==> config.mk <==
export PLATFORM = sky130hd
export DESIGN_NAME = in_pass4_debounce
export DESIGN_NICKNAME = d
export VERILOG_FILES = /design/src/rtl/in_pass4_debounce.sv
export SDC_FILE = /design/constraint.sdc
export NUM_CORES = 1
export LEC_CHECK = 0
export BUFFER_PORTS_ARGS = -buffer_cell sky130_fd_sc_hd__buf_2
export CORE_MARGIN = 5
export CORE_UTILIZATION = 53
export CTS_CLUSTER_DIAMETER = 100
export DETAILED_ROUTE_END_ITERATION = 16
export PLACE_DENSITY = 0.82
export SLEW_MARGIN = 20
export SYNTH_ARGS = -nofsm -noshare
export SYNTH_HDL_FRONTEND = slang
export SYNTH_SLANG_ARGS = --single-unit
export TNS_END_PERCENT = 30
==> constraint.sdc <==
create_clock -name CLK -period 1.37 [get_ports CLK]
set_input_delay 0.274 -clock CLK [delete_from_list [all_inputs] [get_ports CLK]]
set_output_delay 0.274 -clock CLK [all_outputs]
set_load 0.005 [all_outputs]
==> src/rtl/in_pass4_debounce.sv <==
// ---------------------------------------------------------------------------
// in_pass4_debounce
//
// Four-channel input conditioner for the InPass4 pad outputs. Each channel
// brings its asynchronous pad value into the CLK domain through a plain flop
// chain. It then debounces the value with a stable-cycle counter. It produces
// a clean level, single-cycle rise/fall pulses and a sticky event flag that
// can be cleared per channel.
//
// Parameters
//   SYNC_STAGES : synchroniser depth per channel (2..4)
//   DEB_CYCLES  : consecutive differing evaluations needed before the
//                 debounced level follows the input (1..255, 1 = no filtering)
//
// Ports
//   CLK     in   fabric clock, all state changes on its rising edge
//   RST     in   synchronous active-high reset, clears every flop
//   pin_i   in   [3:0] raw pad values (asynchronous to CLK)
//   clr_i   in   [3:0] per-channel sticky event clear
//   level_o out  [3:0] debounced level
//   rise_o  out  [3:0] one-cycle pulse on a debounced 0->1
//   fall_o  out  [3:0] one-cycle pulse on a debounced 1->0
//   event_o out  [3:0] sticky flag, set by any debounced edge
// ---------------------------------------------------------------------------
module in_pass4_debounce #(
  parameter int SYNC_STAGES = 2,
  parameter int DEB_CYCLES  = 4
) (
  input  logic       CLK,
  input  logic       RST,
  input  logic [3:0] pin_i,
  input  logic [3:0] clr_i,
  output logic [3:0] level_o,
  output logic [3:0] rise_o,
  output logic [3:0] fall_o,
  output logic [3:0] event_o
);

  localparam int CNT_W = $clog2(DEB_CYCLES + 1);
  localparam logic [CNT_W-1:0] CNT_MAX = CNT_W'(DEB_CYCLES - 1);

  genvar gi;
  generate
    for (gi = 0; gi < 4; gi++) begin : g_chan
      logic [SYNC_STAGES-1:0] sync_q, sync_d;
      logic [CNT_W-1:0]       cnt_q, cnt_d;
      logic                   level_q, level_d;
      logic                   rise_q, rise_d;
      logic                   fall_q, fall_d;
      logic                   event_q, event_d;
      logic                   s;

      // Bit 0 is the first synchroniser stage; the top bit is the
      // synchronised value the debouncer looks at.
      assign s = sync_q[SYNC_STAGES-1];

      always_comb begin
        sync_d  = {sync_q[SYNC_STAGES-2:0], pin_i[gi]};
        cnt_d   = cnt_q;
        level_d = level_q;
        rise_d  = 1'b0;
        fall_d  = 1'b0;

        if (s == level_q) begin
          // Input agrees with the output: any partial qualification is void.
          cnt_d = '0;
        end else if (cnt_q == CNT_MAX) begin
          // This evaluation completes DEB_CYCLES in a row of disagreement.
          level_d = s;
          cnt_d   = '0;
          rise_d  = s;
          fall_d  = ~s;
        end else begin
          cnt_d = cnt_q + 1'b1;
        end

        // A new edge beats a coincident clear so no event is ever lost.
        event_d = (event_q & ~clr_i[gi]) | rise_d | fall_d;
      end

      always_ff @(posedge CLK) begin
        if (RST) begin
          sync_q  <= '0;
          cnt_q   <= '0;
          level_q <= 1'b0;
          rise_q  <= 1'b0;
          fall_q  <= 1'b0;
          event_q <= 1'b0;
        end else begin
          sync_q  <= sync_d;
          cnt_q   <= cnt_d;
          level_q <= level_d;
          rise_q  <= rise_d;
          fall_q  <= fall_d;
          event_q <= event_d;
        end
      end

      assign level_o[gi] = level_q;
      assign rise_o[gi]  = rise_q;
      assign fall_o[gi]  = fall_q;
      assign event_o[gi] = event_q;
    end
  endgenerate

endmodule

==> impl_metrics.yaml <==
timing:
  hold_viol_final: 0
  rsz0062_at_grt: "no"
  max_freq_ghz: 0.831
  slew_violations: 0
  finalSetupTns_ns: 0
  slew_headroom: 0.698
  skew_ns: 0.00433
  setup_violations: 0
  timing.final.ws_setup_ns: 0.166
  period_needed_ns: 1.20
  worstMarginPinSlew_ns: 0.453
  period_share: 0.879
  finalHoldWorstSlack_ns: 0.133
floorplanning:
  start_util: 0.563
  die_y_um: 61.5
  row_count: 18
  dieArea_um2: 3790
  pin_count: 26
  coreArea_um2: 2500
  die_w_um: 61.5
worst_setup_path:
  required_ns: 1.62
  reg2regPathDepth: 4
  cp-start-kind: "flop"
  cp.arrival_ns: 1.45
  critPathMaxFanout: 5
  end_kind: "flop"
  path_class: "flop to flop"
cells_and_area:
  finish.utilization: 0.594
  drive_above_1_share: 0.358
  syn_to_final_growth_pct: 5.51
  layout.nets: 151
  num_antenna_cells: 0
clocking:
  htreeDepth: 2
  cts_setup_buffers: 0
  cts_tree: "built"
  clk_pin_slew_ns: 0.10
  hold_buffers: 0
  clockRootBuffer: "clkbuf_4"
  clock-sinks: 36
  clkLatencyLatePin_ns: 0.33
  post_cts_resized: 0
  clockBufferDepth: 2
  cts_made_buffers: 5
synth:
  ys_seq_area_frac: 0.512
  yosys_warnings: 0
  synth_ff_type: "dfxtp_1"
  synth_seq_cells: 36
  ys_async_sr_fraction: 0
  synth_edf_count: 0
  synth_commonest_cells: "36 x dfxtp_1, 16 x buf_4"
  synth_area_leaders: "dfxtp_1 51%, buf_4 8.5%, ha_1 7.1%"
  yosysMostFrequentCell: "dfxtp_1"
  syn-num-nets: 137
  syn_inst: 119
  synth_cell_type_count: 15
  avgSynthCellArea_um2: 11.8
  synthDominantCellAreaShare: 0.512
  syn_area_um2: 1410
  synth_top_area_cell: "dfxtp_1"
drt:
  ant_nets: 0
  wl_per_cell_um: 11.6
  drtIter0Drc: 5
  wl_mm: 1.90
  drc: 0
  drt-vias-per-instance: 5.03
  drtPass1Iterations: 2
  via_count: 825
pwr:
  p_clk_frac: 0.337
  ir_drop_mv: 0.753
  sw_frac_of_total: 0.213
  p_comb_frac: 0.033
  p_per_area_nw_per_um2: 1140
  p_int_w: 0.00133
  power_switching_w: 0.000361
  p_leak_nw: 0.608
  seqPwrFrac: 0.630
place:
  pre_cts_ws_ns: 0.167
  hpwl_mm: 1.43
  portBuffers: 25
  place_congestion: 0.685
hold_path:
  hold_class: "input port to flop"
  whs_path_depth: 2
grt:
  grt_pass1_wl_mm: 3.35
  grt_max_degree: 29
  first_global_vias: 800
  grt_util_all_layers: 0.125
  antenna_found_initial: 0
  grt.overflow.total: 0
job:
  cap_violations: 0
run_status:
  status: "completed"
[critical path: stages (launching register included)]
cell and delay [ns]:
dfxtp_1 0.35, ha_1 0.15, ha_1 0.27, nand2b_1 0.13
nor3b_1 0.23
[sequential cells by signal (all words and copies together) (netlist names)]
name / count
g_chan.cnt_q: 12
g_chan.event_q: 4
g_chan.fall_q: 4
g_chan.level_q: 4
g_chan.rise_q: 4
g_chan.sync_q: 8
[cell usage in the layout (no fill, tap or decap)]
cell      synthesis  layout
dfxtp_1          36      36
buf_2             0      25
inv_1             8       8
nor3b_1           8       8
and2b_2           8       8
ha_1              8       8
nor4_1            6       6
clkbuf_4          0       5
nand2b_1          4       4
xnor2_1           4       4
o32ai_1           4       4
mux2i_1           4       4
nor2_1            4       4
nor4b_2           4       4
nor4_2            2       2
clkinv_2          0       2
clkbuf_8          0       1
buf_4            16       1
[through the flow]
stage / cells / area, um2 / power, W
floorplan: 119 / 1410 / 0.00114
global placement: 156 / 1420 / 0.00115
detailed placement: 156 / 1420 / 0.00115
CTS: 164 / 1490 / 0.00173
global route: 164 / 1490 / 0.00179
finish: 164 / 1490 / 0.00170
[power by group through the flow]
stage	clock network, W	logic [W]	registers [W]
6_report	0.000571	0.0000559	0.00107
5_1_grt	0.000660	0.0000627	0.00107
4_1_cts	0.000608	0.0000567	0.00107
3_5_place_dp	0	0.0000566	0.00109
3_3_place_gp	0	0.0000550	0.00109
2_1_floorplan	0	0.0000450	0.00109
[cell type report]
type,count,area (um2)
fill,211,1010
multi-input combinational,56,503
inverter,8,30.0
sequential,36,721
clock buffer,6,51.3
tap,30,37.5
clock inverter,2,10.0
timing repair buffer,26,133
[cell families after synthesis]
kind of cell             synth area share
XOR/XNOR                           0.0249
adder cells (fa/ha/maj)            0.0711
buffers and inverters               0.131
AO/OA/AOI/OAI                      0.0249
flip-flops                          0.512
AND/OR/NAND/NOR                     0.208
multiplexers                       0.0284
[worst paths after layout]
kind	start	to	slack (ns)
min	clr_i[0]	g_chan[0].event_q$_SDFF_PP0_	0.13
max reg2reg	g_chan[1].cnt_q[0]$_SDFF_PP0_	g_chan[1].rise_q$_SDFF_PP0_	0.17
max	g_chan[1].cnt_q[0]$_SDFF_PP0_	g_chan[1].rise_q$_SDFF_PP0_	0.17
min reg2reg	g_chan[2].cnt_q[0]$_SDFF_PP0_	g_chan[2].cnt_q[0]$_SDFF_PP0_	0.44
[layer usage]
layer	GRT usage	wire length (um)	vias to the layer above
met5	0	0	-
met4	0.0818	48	0
met2	0.185	843	24
met1	0.143	838	376
met3	0.0566	171	6
li1	-	-	419
Note: power is estimated with default switching activity, not from simulation.
